## config.mk

```make
export PLATFORM = sky130hd
export DESIGN_NAME = rx_pkt_gen_sched_flat
export DESIGN_NICKNAME = d
export VERILOG_FILES = /design/src/rtl/rx_pkt_gen_sched_if.sv /design/src/rtl/rx_pkt_gen_sched.sv /design/src/flat_wrapper.sv
export SDC_FILE = /design/constraint.sdc
export NUM_CORES = 1
export LEC_CHECK = 0
export CAP_MARGIN = 0
export CORE_MARGIN = 4
export CORE_UTILIZATION = 57
export DETAILED_ROUTE_END_ITERATION = 16
export PLACE_DENSITY = 0.85
export SLEW_MARGIN = 30
export SYNTH_ARGS = -nofsm -noshare
export SYNTH_HDL_FRONTEND = slang
export SYNTH_SLANG_ARGS = --single-unit
```

## constraint.sdc

```tcl
create_clock -name x_clk -period 3.2 [get_ports x_clk]
set_input_delay 0.32 -clock x_clk [delete_from_list [all_inputs] [get_ports x_clk]]
set_output_delay 0.32 -clock x_clk [all_outputs]
set_load 0.01 [all_outputs]
```

## src/rtl/rx_pkt_gen_sched_if.sv

```systemverilog
// ---------------------------------------------------------------------------
// rx_pkt_gen_sched_if
// Load bus between the packet scheduler and the RX packet generator.
//   gen_en          : one-cycle load pulse
//   gen_addr_offset : packet start qwd address, valid from gen_en until the
//                     next load
//   gen_read_cnt    : packet qwd count minus 1, same validity as the address
// master : scheduler side (drives the load)
// slave  : generator side (consumes the load)
// ---------------------------------------------------------------------------
interface rx_pkt_gen_sched_if;
   logic        gen_en;
   logic [63:0] gen_addr_offset;
   logic [10:0] gen_read_cnt;

   modport master (output gen_en, gen_addr_offset, gen_read_cnt);
   modport slave  (input  gen_en, gen_addr_offset, gen_read_cnt);
endinterface

```

## src/rtl/rx_pkt_gen_sched.sv

```systemverilog
// ---------------------------------------------------------------------------
// rx_pkt_gen_sched
// Walks a register table of packet descriptors and issues one generator load
// per packet. Each packet occupies the generator for (cnt+1)*cpq + FIXED_LAT
// cycles. cpq is the clocks per qwd for the link speed captured at start. An
// optional inter-packet gap follows. The table is replayed loop_cnt times,
// or until stop when loop_cnt is 0.
//
// Ports
//   x_clk, reset          : clock, synchronous active-high reset
//   fmac_speed            : 000=10G 101=5G 010=2.5G 001=1G, others reserved
//   cfg_wr/idx/offset/cnt : descriptor table write port (any state)
//   num_desc              : active descriptors minus 1 (sampled at start)
//   loop_cnt              : table passes, 0 = endless (sampled at start)
//   ipg_cyc               : idle cycles after each packet (sampled at start)
//   start, stop           : sequence control pulses
//   gen                   : generator load bus (master)
//   busy                  : not IDLE
//   done                  : one-cycle pulse at sequence end
//   err                   : one-cycle pulse on start with a reserved speed
//   cur_desc              : descriptor currently playing
//   pkt_cnt               : packets launched since start, saturating
// ---------------------------------------------------------------------------
module rx_pkt_gen_sched #(
   parameter int  NDESC     = 8,
   parameter int  FIXED_LAT = 3,
   localparam int IW        = $clog2(NDESC)
) (
   input  logic               x_clk,
   input  logic               reset,
   input  logic [2:0]         fmac_speed,
   input  logic               cfg_wr,
   input  logic [IW-1:0]      cfg_idx,
   input  logic [10:0]        cfg_offset,
   input  logic [10:0]        cfg_cnt,
   input  logic [IW-1:0]      num_desc,
   input  logic [7:0]         loop_cnt,
   input  logic [7:0]         ipg_cyc,
   input  logic               start,
   input  logic               stop,
   rx_pkt_gen_sched_if.master gen,
   output logic               busy,
   output logic               done,
   output logic               err,
   output logic [IW-1:0]      cur_desc,
   output logic [15:0]        pkt_cnt
);

   localparam logic [2:0] S_IDLE = 3'd0;
   localparam logic [2:0] S_LOAD = 3'd1;
   localparam logic [2:0] S_PLAY = 3'd2;
   localparam logic [2:0] S_GAP  = 3'd3;
   localparam logic [2:0] S_FIN  = 3'd4;

   // Speed code is legal only for the four defined link rates.
   function automatic logic spd_legal(input logic [2:0] s);
      return (s == 3'b000) || (s == 3'b101) || (s == 3'b010) || (s == 3'b001);
   endfunction

   // cpq = 1 << shift: 10G=1, 5G=2, 2.5G=4, 1G=8.
   function automatic logic [1:0] spd_shift(input logic [2:0] s);
      case (s)
         3'b101:  return 2'd1;
         3'b010:  return 2'd2;
         3'b001:  return 2'd3;
         default: return 2'd0;
      endcase
   endfunction

   // PLAY down-counter preload: duration minus one. Worst case
   // 2048*8 + FIXED_LAT stays well inside 15 bits.
   function automatic logic [14:0] play_len(input logic [10:0] c, input logic [1:0] sh);
      logic [14:0] n;
      n = ({4'b0, c} + 15'd1) << sh;
      return n + 15'(FIXED_LAT) - 15'd1;
   endfunction

   function automatic logic [15:0] sat_inc(input logic [15:0] v);
      return (v == 16'hFFFF) ? v : v + 16'd1;
   endfunction

   // Descriptor table: plain registers, deliberately outside reset.
   logic [10:0] offset_tab [NDESC];
   logic [10:0] cnt_tab    [NDESC];

   always_ff @(posedge x_clk) begin
      if (cfg_wr) begin
         offset_tab[cfg_idx] <= cfg_offset;
         cnt_tab[cfg_idx]    <= cfg_cnt;
      end
   end

   logic [2:0]    state;
   logic [IW-1:0] num_desc_q;
   logic [7:0]    loop_q;
   logic [7:0]    ipg_q;
   logic [1:0]    shift_q;
   logic [7:0]    pass_q;
   logic          stop_q;
   logic [14:0]   play_q;
   logic [7:0]    gap_q;
   logic [IW-1:0] cur_desc_q;
   logic [15:0]   pkt_cnt_q;
   logic          gen_en_q;
   logic [10:0]   offs_q;
   logic [10:0]   cnt_q;
   logic          err_q;

   logic          last_desc;
   logic [7:0]    pass_nxt;
   logic [IW-1:0] nxt_desc;
   logic          seq_end;
   logic          pkt_end;

   // pkt_end marks the final cycle of a packet (end of PLAY when there is no
   // gap, otherwise end of GAP). A stop arriving in that very cycle still
   // counts, so the raw pulse is OR-ed with the latch.
   always_comb begin
      last_desc = (cur_desc_q == num_desc_q);
      pass_nxt  = pass_q + 8'd1;
      nxt_desc  = last_desc ? '0 : cur_desc_q + IW'(1);
      seq_end   = stop_q || stop ||
                  (last_desc && (loop_q != 8'd0) && (pass_nxt == loop_q));
      pkt_end   = ((state == S_PLAY) && (play_q == 15'd0) && (ipg_q == 8'd0)) ||
                  ((state == S_GAP) && (gap_q == 8'd0));
   end

   // Generator fields are captured on the edge that enters LOAD, so a table
   // write landing during LOAD cannot disturb the packet being launched.
   always_ff @(posedge x_clk) begin
      if (reset) begin
         state      <= S_IDLE;
         num_desc_q <= '0;
         loop_q     <= '0;
         ipg_q      <= '0;
         shift_q    <= '0;
         pass_q     <= '0;
         stop_q     <= 1'b0;
         play_q     <= '0;
         gap_q      <= '0;
         cur_desc_q <= '0;
         pkt_cnt_q  <= '0;
         gen_en_q   <= 1'b0;
         offs_q     <= '0;
         cnt_q      <= '0;
         err_q      <= 1'b0;
      end else begin
         gen_en_q <= 1'b0;
         err_q    <= 1'b0;
         case (state)
            S_IDLE: begin
               if (start && !stop) begin
                  if (spd_legal(fmac_speed)) begin
                     num_desc_q <= num_desc;
                     loop_q     <= loop_cnt;
                     ipg_q      <= ipg_cyc;
                     shift_q    <= spd_shift(fmac_speed);
                     pass_q     <= '0;
                     stop_q     <= 1'b0;
                     cur_desc_q <= '0;
                     pkt_cnt_q  <= 16'd1;
                     gen_en_q   <= 1'b1;
                     offs_q     <= offset_tab[0];
                     cnt_q      <= cnt_tab[0];
                     state      <= S_LOAD;
                  end else begin
                     err_q <= 1'b1;
                  end
               end
            end
            S_LOAD: begin
               stop_q <= stop_q | stop;
               play_q <= play_len(cnt_q, shift_q);
               state  <= S_PLAY;
            end
            S_PLAY: begin
               stop_q <= stop_q | stop;
               if (play_q != 15'd0) begin
                  play_q <= play_q - 15'd1;
               end else if (ipg_q != 8'd0) begin
                  gap_q <= ipg_q - 8'd1;
                  state <= S_GAP;
               end
            end
            S_GAP: begin
               stop_q <= stop_q | stop;
               if (gap_q != 8'd0) gap_q <= gap_q - 8'd1;
            end
            S_FIN: begin
               stop_q <= 1'b0;
               state  <= S_IDLE;
            end
            default: state <= S_IDLE;
         endcase

         // Packet boundary: finish the sequence or launch the next descriptor.
         if (pkt_end) begin
            if (seq_end) begin
               state <= S_FIN;
            end else begin
               if (last_desc) pass_q <= pass_nxt;
               cur_desc_q <= nxt_desc;
               gen_en_q   <= 1'b1;
               offs_q     <= offset_tab[nxt_desc];
               cnt_q      <= cnt_tab[nxt_desc];
               pkt_cnt_q  <= sat_inc(pkt_cnt_q);
               state      <= S_LOAD;
            end
         end
      end
   end

   assign gen.gen_en          = gen_en_q;
   assign gen.gen_addr_offset = {53'b0, offs_q};
   assign gen.gen_read_cnt    = cnt_q;
   assign busy                = (state != S_IDLE);
   assign done                = (state == S_FIN);
   assign err                 = err_q;
   assign cur_desc            = cur_desc_q;
   assign pkt_cnt             = pkt_cnt_q;

endmodule

```

## src/flat_wrapper.sv

```systemverilog
// flat-port wrapper written by rule: the top's interface ports become plain ports
module rx_pkt_gen_sched_flat 
#(
   parameter int  NDESC     = 8,
   parameter int  FIXED_LAT = 3,
   localparam int IW        = $clog2(NDESC)
)
  (x_clk, reset, fmac_speed, cfg_wr, cfg_idx, cfg_offset, cfg_cnt, num_desc, loop_cnt, ipg_cyc, start, stop, busy, done, err, cur_desc, pkt_cnt, gen_gen_en, gen_gen_addr_offset, gen_gen_read_cnt);
  rx_pkt_gen_sched_if gen_i ();
  input  logic x_clk;
  input  logic reset;
  input  logic [2:0] fmac_speed;
  input  logic cfg_wr;
  input  logic [IW-1:0] cfg_idx;
  input  logic [10:0] cfg_offset;
  input  logic [10:0] cfg_cnt;
  input  logic [IW-1:0] num_desc;
  input  logic [7:0] loop_cnt;
  input  logic [7:0] ipg_cyc;
  input  logic start;
  input  logic stop;
  output logic busy;
  output logic done;
  output logic err;
  output logic [IW-1:0] cur_desc;
  output logic [15:0] pkt_cnt;
  output wire logic [$bits(gen_i.gen_en)-1:0] gen_gen_en;
  output wire logic [$bits(gen_i.gen_addr_offset)-1:0] gen_gen_addr_offset;
  output wire logic [$bits(gen_i.gen_read_cnt)-1:0] gen_gen_read_cnt;
  assign gen_gen_en = gen_i.gen_en;
  assign gen_gen_addr_offset = gen_i.gen_addr_offset;
  assign gen_gen_read_cnt = gen_i.gen_read_cnt;
  rx_pkt_gen_sched #(.NDESC(NDESC), .FIXED_LAT(FIXED_LAT)) u_core (.x_clk(x_clk), .reset(reset), .fmac_speed(fmac_speed), .cfg_wr(cfg_wr), .cfg_idx(cfg_idx), .cfg_offset(cfg_offset), .cfg_cnt(cfg_cnt), .num_desc(num_desc), .loop_cnt(loop_cnt), .ipg_cyc(ipg_cyc), .start(start), .stop(stop), .gen(gen_i), .busy(busy), .done(done), .err(err), .cur_desc(cur_desc), .pkt_cnt(pkt_cnt));
endmodule
```

==> flow_metrics.py, run 1 <==
metrics = {
    "critical_path": {
        "ff2ff_setup_slack_ns": 0.20,
        "path_max_fanout": 9,
        "rr_endpoint": "u_core.pass_q[3]$_SDFF_PP0_",
        "slowest_delay_ns": 0.47,
        "criticalPathCategory": "reg -> reg",
        "arrival_ns": 3.48,
        "reg2reg_from": "u_core.play_q[0]$_SDFFE_PP0P_",
        "cp_cell_sequence": "inv_1 > ha_1 > nor4b_1 > nand4_1 > o31ai_2 > nand2_1 > a31o_2 > or3_1 > nor3b_1 > a21o_1",
        "cp-start-kind": "flip-flop",
        "cp_num_buf_inv": 1,
        "path_delay_family": "simple AND/OR/NAND/NOR gates",
        "cpMaxStageDelayCell": "or3_1",
        "cp.required_ns": 3.67,
        "reg2regPathDepth": 10,
        "end_kind": "flip-flop",
    },
    "clock_network": {
        "numCtsBuffers": 28,
        "clock_latency_ns": 0.56,
        "cts_resized": 0,
        "root_buffer": "clkbuf_16",
        "cts_tree": "built",
        "post_cts_buffers": 0,
        "path_clk_slew_ns": 0.06,
        "cts_hold_buf": 0,
        "cts_sinks": 275,
        "cts_buffer_depth": 3,
        "h-tree-depth": 1,
    },
    "route": {
        "vias": 10487,
        "drtIter0Drc": 1023,
        "drt-met1-wl_um": 13400,
        "routed_via_density": 6.22,
        "drt-wirelength-per-cell_um": 19.0,
        "route.met2.wl_um": 15400,
        "drt-pass1-iter-count": 5,
        "highest_layer": "met5",
        "wl_um": 32100,
        "ant_nets": 0,
        "drc": 0,
        "wl_met3_um": 2680,
    },
    "finish": {
        "drive_above_1_share": 0.0906,
        "antennaDiodeCount": 0,
        "design_area_mm2": 0.0153,
        "area_delta_synth_final_pct": 16.4,
        "final_nets": 1440,
        "final_cells": 1687,
        "fill_cells": 1694,
    },
    "min_path": {
        "min_from": "ipg_cyc[3]",
        "whs_endpoint": "u_core.ipg_q[3]$_SDFFE_PP0P_",
        "hold_path_class": "in -> reg",
        "hold_depth": 3,
    },
    "sta": {
        "max_freq_mhz": 333,
        "tightest_slew_ns": 0.632,
        "maxSlewViolCount": 0,
        "fin_crit_sh": 0.938,
        "setup_violations": 0,
        "final-hold-violation-count": 0,
        "setup-tns-final_ns": 0,
        "period_minus_slack_ns": 3.00,
        "rsz0062_at_grt": "false",
        "fin_skew_ns": 0.0404,
        "relSlewSlack": 0.579,
    },
    "synthesis": {
        "synthesis.area_mm2": 0.0132,
        "yosysWarnings": 0,
        "ys_seq_area_frac": 0.551,
        "yosysMostFrequentCell": "nand2_1",
        "ys_top_cells_by_count": "nand2_1, edfxtp_1, dfxtp_1",
        "yosysTopAreaCellShare": 0.401,
        "ys_seq_elements": 275,
        "synthCells": 1295,
        "synth_ff_type": "edfxtp_1",
        "synth_cell_types": 72,
        "ys_top_cells_by_area": "edfxtp_1, dfxtp_1, nand2_1",
        "async_reset_ff_frac": 0,
        "synth.avg_cell_area_um2": 10.2,
        "synth_edf_count": 176,
        "yosysTopAreaCell": "edfxtp_1",
    },
    "power_and_ir_drop": {
        "swShare": 0.244,
        "ir_drop_uv": 409,
        "clkPwrFrac": 0.403,
        "p_seq_frac": 0.481,
        "powerDensity_mw_per_mm2": 542,
        "internal-power_uw": 6290,
        "pwr-share-comb": 0.116,
        "leakagePower_uw": 0.00526,
        "switching_power_uw": 2030,
    },
    "grt": {
        "grt_max_degree": 60,
        "grt_pass1_vias": 10014,
        "grtUsageTotal": 0.242,
        "antenna_found_initial": 1,
        "grt_first_pass_wirelength_um": 51700,
        "grt_overflow": 0,
    },
    "floorplan": {
        "start_util": 0.580,
        "die_h_um": 160,
        "rows": 55,
        "dieArea_mm2": 0.0256,
        "core_mm2": 0.0227,
        "die_width_um": 160,
        "ios": 150,
    },
    "placed_design": {
        "dp_cells": 1635,
        "dp_hpwl_um": 20400,
        "placed_area_mm2": 0.0144,
        "portBuffers": 96,
        "place_congestion": 0.874,
    },
    "flow_run": {
        "cap_violations": 0,
    },
    "status": {
        "status": "finished, final reports clean",
    },
}
## logic make-up (layout without fill, tap and decap cells)
group                      after synthesis  after routing  synth area share
adders and majority gates                8              8           0.00759
other                                    1             53          0.000285
AOI/OAI and AO/OA                      316            316             0.164
DFF                                    275            275             0.551
muxes                                   15             15            0.0116
xor gates and xnor gates                31             31            0.0216
and+or+nand+nor                        498            498             0.183
buffers and inverters                  151            206            0.0602
## state kept, by name (all words and copies together) (netlist names), 8 cells and up
signal,count
u_core.cnt_tab,88
u_core.offset_tab,88
u_core.pkt_cnt,16
u_core.play_q,15
u_core.gen.gen_read_cnt,11
u_core.offs_q,11
u_core.gap_q,8
u_core.ipg_q,8
u_core.loop_q,8
u_core.pass_q,8
## stage by stage
step / hold slack [ns] / worst slack (ns) / util / power [uW]
after floorplan: 0.419 / 0.343 / - / 4700
after global placement: 0.462 / 0.356 / 0.633 / 4990
after detailed placement: 0.469 / 0.266 / 0.633 / 5020
after CTS: 0.334 / 0.207 / 0.676 / 8340
after global routing: 0.343 / 0.100 / 0.676 / 8610
final: 0.341 / 0.198 / 0.676 / 8320
## how the worst max path moves through the flow
stage | start | end | slack [ns] | cells after the start
2_1_floorplan | u_core.gen.gen_read_cnt[1]$_SDFF_PP0_ | u_core.play_q[9]$_SDFFE_PP0P_ | 0.34 | 13
3_3_place_gp | u_core.gen.gen_read_cnt[0]$_SDFF_PP0_ | u_core.play_q[9]$_SDFFE_PP0P_ | 0.36 | 11
3_5_place_dp | u_core.gen.gen_read_cnt[1]$_SDFF_PP0_ | u_core.play_q[9]$_SDFFE_PP0P_ | 0.27 | 11
4_1_cts | u_core.play_q[0]$_SDFFE_PP0P_ | u_core.pass_q[2]$_SDFF_PP0_ | 0.21 | 10
5_1_grt | u_core.play_q[0]$_SDFFE_PP0P_ | u_core.pass_q[2]$_SDFF_PP0_ | 0.10 | 10
6_report | u_core.play_q[0]$_SDFFE_PP0P_ | u_core.pass_q[3]$_SDFF_PP0_ | 0.20 | 10
## cell type report
| type | instances | area (um^2) | area share |
|---|---|---|---|
| clock buffer | 40 | 806 | 0.0525 |
| timing repair buffer | 143 | 1320 | 0.0861 |
| inverter | 11 | 41.3 | 0.00269 |
| tap | 285 | 357 | 0.0232 |
| sequential | 275 | 7270 | 0.474 |
| multi-input combinational | 921 | 5390 | 0.351 |
| clock inverter | 12 | 166 | 0.0108 |
## power groups by stage
stage	sequential (uW)	clock, uW	combinational (uW)
after floorplan	4060	0	639
after global placement	4060	0	925
after detailed placement	4070	0	944
after CTS	4000	3390	957
after global routing	4010	3540	1060
final	4000	3350	966
## worst register-to-register path, stage by stage (launching register included)
cell     delay [ns]
dfxtp_1        0.34
inv_1          0.09
ha_1           0.14
nor4b_1        0.24
nand4_1        0.27
o31ai_2        0.44
nand2_1        0.22
a31o_2         0.32
or3_1          0.47
nor3b_1        0.30
a21o_1         0.12
## placed cells by master, fill, tap and decap left out, types with 7 or more instances in the layout
cell	n
inv_1	9
o211ai_1	7
nor3b_1	10
ha_1	7
mux2i_1	13
and3_1	16
edfxtp_1	176
a21oi_1	65
a211oi_1	46
and2_1	29
buf_4	46
o21ai_0	50
xnor2_1	20
nor4_1	15
or3_1	8
conb_1	53
nor3_1	25
nand2_1	189
nand4_1	9
a31oi_1	36
dfxtp_1	98
nand2b_1	14
nand3_1	76
clkbuf_16	28
a22oi_1	8
o221ai_1	45
clkdlybuf4s50_1	95
xor2_1	10
nor2_1	66
## layer usage
layer | vias to the layer above | GRT usage
met3 | 60 | 0.0418
met2 | 461 | 0.403
met5 | - | 0
li1 | 4904 | -
met1 | 5060 | 0.330
met4 | 2 | 0.0669
No activity file was read; power rests on OpenSTA's default activity.
==> run 2, diff against run 1 <==
Settings changed: GPL_ROUTABILITY_DRIVEN from default to 0, MAX_ROUTING_LAYER from default to met4, SETUP_SLACK_MARGIN from default to 0.1.
==> run 2 against run 1 <==
Against the previous run: register-to-register slack improved by 0.11 ns; count of clock-buffer cells in the layout down 8; sequential power about the same; cell area down 0.28%; clock skew rose by 0.0076 ns; setup slack gained 0.11 ns; largest cell class unchanged; largest power group unchanged.
==> flow_metrics.py, run 2 (same netlist as run 1, synthesis figures left out) <==
metrics = {
    "status": {
        "status": "finished, final reports clean",
    },
    "sta": {
        "fin_crit_sh": 0.904,
        "setup_ws_ns": 0.307,
        "relSlewSlack": 0.597,
        "tightest_slew_ns": 0.604,
        "final-hold-violation-count": 0,
        "maxSlewViolCount": 0,
        "period_minus_slack_ns": 2.89,
        "setup-tns-final_ns": 0,
        "fin_skew_ns": 0.0481,
        "setup_violations": 0,
        "max_freq_mhz": 346,
        "rsz0062_at_grt": "false",
    },
    "power_and_ir_drop": {
        "leakagePower_uw": 0.00522,
        "internal-power_uw": 6130,
        "clkPwrFrac": 0.392,
        "p_total_uw": 8180,
        "switching_power_uw": 2050,
        "pwr-share-comb": 0.118,
        "ir_drop_uv": 498,
        "swShare": 0.251,
        "powerDensity_mw_per_mm2": 535,
        "p_seq_frac": 0.489,
    },
    "floorplan": {
        "dieArea_mm2": 0.0256,
        "ios": 150,
        "start_util": 0.580,
        "die_h_um": 160,
        "die_width_um": 160,
        "core_mm2": 0.0227,
        "rows": 55,
    },
    "finish": {
        "antennaDiodeCount": 0,
        "design_area_mm2": 0.0153,
        "final_nets": 1433,
        "layout_common_cells": "nand2_1, edfxtp_1, dfxtp_1, clkdlybuf4s50_1, nand3_1",
        "drive_above_1_share": 0.0854,
        "utilization": 0.674,
        "area_delta_synth_final_pct": 16.1,
        "final_common_cell": "nand2_1",
    },
    "route": {
        "routed_via_density": 6.25,
        "vias": 10486,
        "drtIter0Drc": 1145,
        "drc": 0,
        "drt-wirelength-per-cell_um": 19.0,
        "drt-pass1-iter-count": 5,
        "ant_nets": 0,
        "wl_um": 31900,
    },
    "clock_network": {
        "root_buffer": "clkbuf_16",
        "numCtsBuffers": 28,
        "cts_tree": "built",
        "cts_sinks": 275,
        "h-tree-depth": 1,
        "cts_resized": 0,
        "path_clk_slew_ns": 0.06,
        "post_cts_buffers": 0,
        "cts_buffer_depth": 3,
        "clock_latency_ns": 0.57,
        "cts_hold_buf": 0,
    },
    "min_path": {
        "min_from": "num_desc[0]",
        "hold_path_class": "in -> reg",
        "hold_depth": 3,
        "whs_endpoint": "u_core.num_desc_q[0]$_SDFFE_PP0P_",
    },
    "grt": {
        "grt_pass1_vias": 10058,
        "grt_max_degree": 50,
        "grt_overflow": 0,
        "grtUsageTotal": 0.244,
        "antenna_found_initial": 0,
        "grt_first_pass_wirelength_um": 50700,
    },
    "critical_path": {
        "criticalPathCategory": "reg -> reg",
        "end_kind": "flip-flop",
        "rr_endpoint": "u_core.pass_q[7]$_SDFF_PP0_",
        "cp-start-kind": "flip-flop",
        "reg2reg_from": "u_core.pass_q[0]$_SDFF_PP0_",
        "path_max_fanout": 9,
        "slowest_delay_ns": 0.53,
        "cp.required_ns": 3.62,
        "cp_cell_sequence": "ha_1 > nand3_1 > xnor2_1 > or4_1 > nor3b_1 > a31o_2 > or3_1 > o21bai_1 > a21o_1",
        "ff2ff_setup_slack_ns": 0.31,
        "arrival_ns": 3.32,
        "cpMaxStageDelayCell": "or4_1",
        "reg2regPathDepth": 9,
    },
    "placed_design": {
        "placed_area_mm2": 0.0144,
        "dp_hpwl_um": 20300,
        "dpl_worst_slack_ns": 0.301,
        "portBuffers": 96,
    },
    "flow_run": {
        "cap_violations": 0,
    },
}
==> run 2: changes by cell type in the layout (fill, tap and decap cells not counted), sizes merged <==
cell / previous run / this run
buf: 48 / 41
bufinv: 3 / 2
clkbuf: 40 / 32
clkinv: 9 / 15
clkinvlp: 1 / 2
inv: 10 / 11
==> run 2: power groups by stage <==
stage | Sequential, uW | Combinational (uW) | Clock, uW
3_5_place_dp | 4070 | 942 | 0
2_1_floorplan | 4060 | 639 | 0
3_3_place_gp | 4060 | 917 | 0
6_report | 4000 | 969 | 3210
5_1_grt | 4010 | 1060 | 3410
4_1_cts | 4000 | 949 | 3250
==> run 2: metal layers <==
metal  vias to the layer above  part of all wire  GRT usage
met3                        54             0.089     0.0392
met5                         -                 0          -
met1                      5029              0.41      0.319
li1                       4884                 -          -
met2                       519              0.48      0.399
met4                         0             0.019     0.0653
==> run 2: how the worst max path moves through the flow <==
stage	startpoint	to	slack (ns)	depth (start not counted)
3_5_place_dp	u_core.play_q[5]$_SDFFE_PP0P_	u_core.pass_q[2]$_SDFF_PP0_	0.30	8
5_1_grt	u_core.pass_q[0]$_SDFF_PP0_	u_core.pass_q[2]$_SDFF_PP0_	0.13	9
6_report	u_core.pass_q[0]$_SDFF_PP0_	u_core.pass_q[7]$_SDFF_PP0_	0.31	9
4_1_cts	u_core.play_q[5]$_SDFFE_PP0P_	u_core.pass_q[2]$_SDFF_PP0_	0.25	8
3_3_place_gp	u_core.gen.gen_read_cnt[0]$_SDFF_PP0_	u_core.play_q[9]$_SDFFE_PP0P_	0.37	11
2_1_floorplan	u_core.gen.gen_read_cnt[1]$_SDFF_PP0_	u_core.play_q[9]$_SDFFE_PP0P_	0.34	13
==> run 2: worst max-delay path, delay by kind of cell, from the launching register on <==
family	cells	cell delay, ns
adder cells (fa/ha/maj)	1	0.27
flip-flops	1	0.41
AO/OA/AOI/OAI	3	0.58
AND/OR/NAND/NOR	4	1.34
XOR/XNOR	1	0.19
==> run 2: final cells by class <==
class | instances | area (um^2)
Fill cell | 1655 | 7410
Sequential cell | 275 | 7270
Multi-Input combinational cell | 921 | 5400
Timing Repair Buffer | 136 | 1310
Clock buffer | 32 | 746
Tap cell | 285 | 357
Clock inverter | 19 | 181
Inverter | 11 | 41.3
==> run 2: through the flow <==
| step | std cells | hold WS, ns |
|---|---|---|
| 6_report | 1679 | 0.319 |
| 5_1_grt | 1679 | 0.297 |
| 4_1_cts | 1679 | 0.297 |
| 3_5_place_dp | 1628 | 0.470 |
| 3_3_place_gp | 1628 | 0.468 |
| 2_1_floorplan | 1347 | 0.419 |
==> run 3, diff against run 2 <==
Settings changed: HOLD_SLACK_MARGIN from default to 0.1.
==> results of run 3 <==
The final DEF is identical to that of run 2; final timing and power are the same.
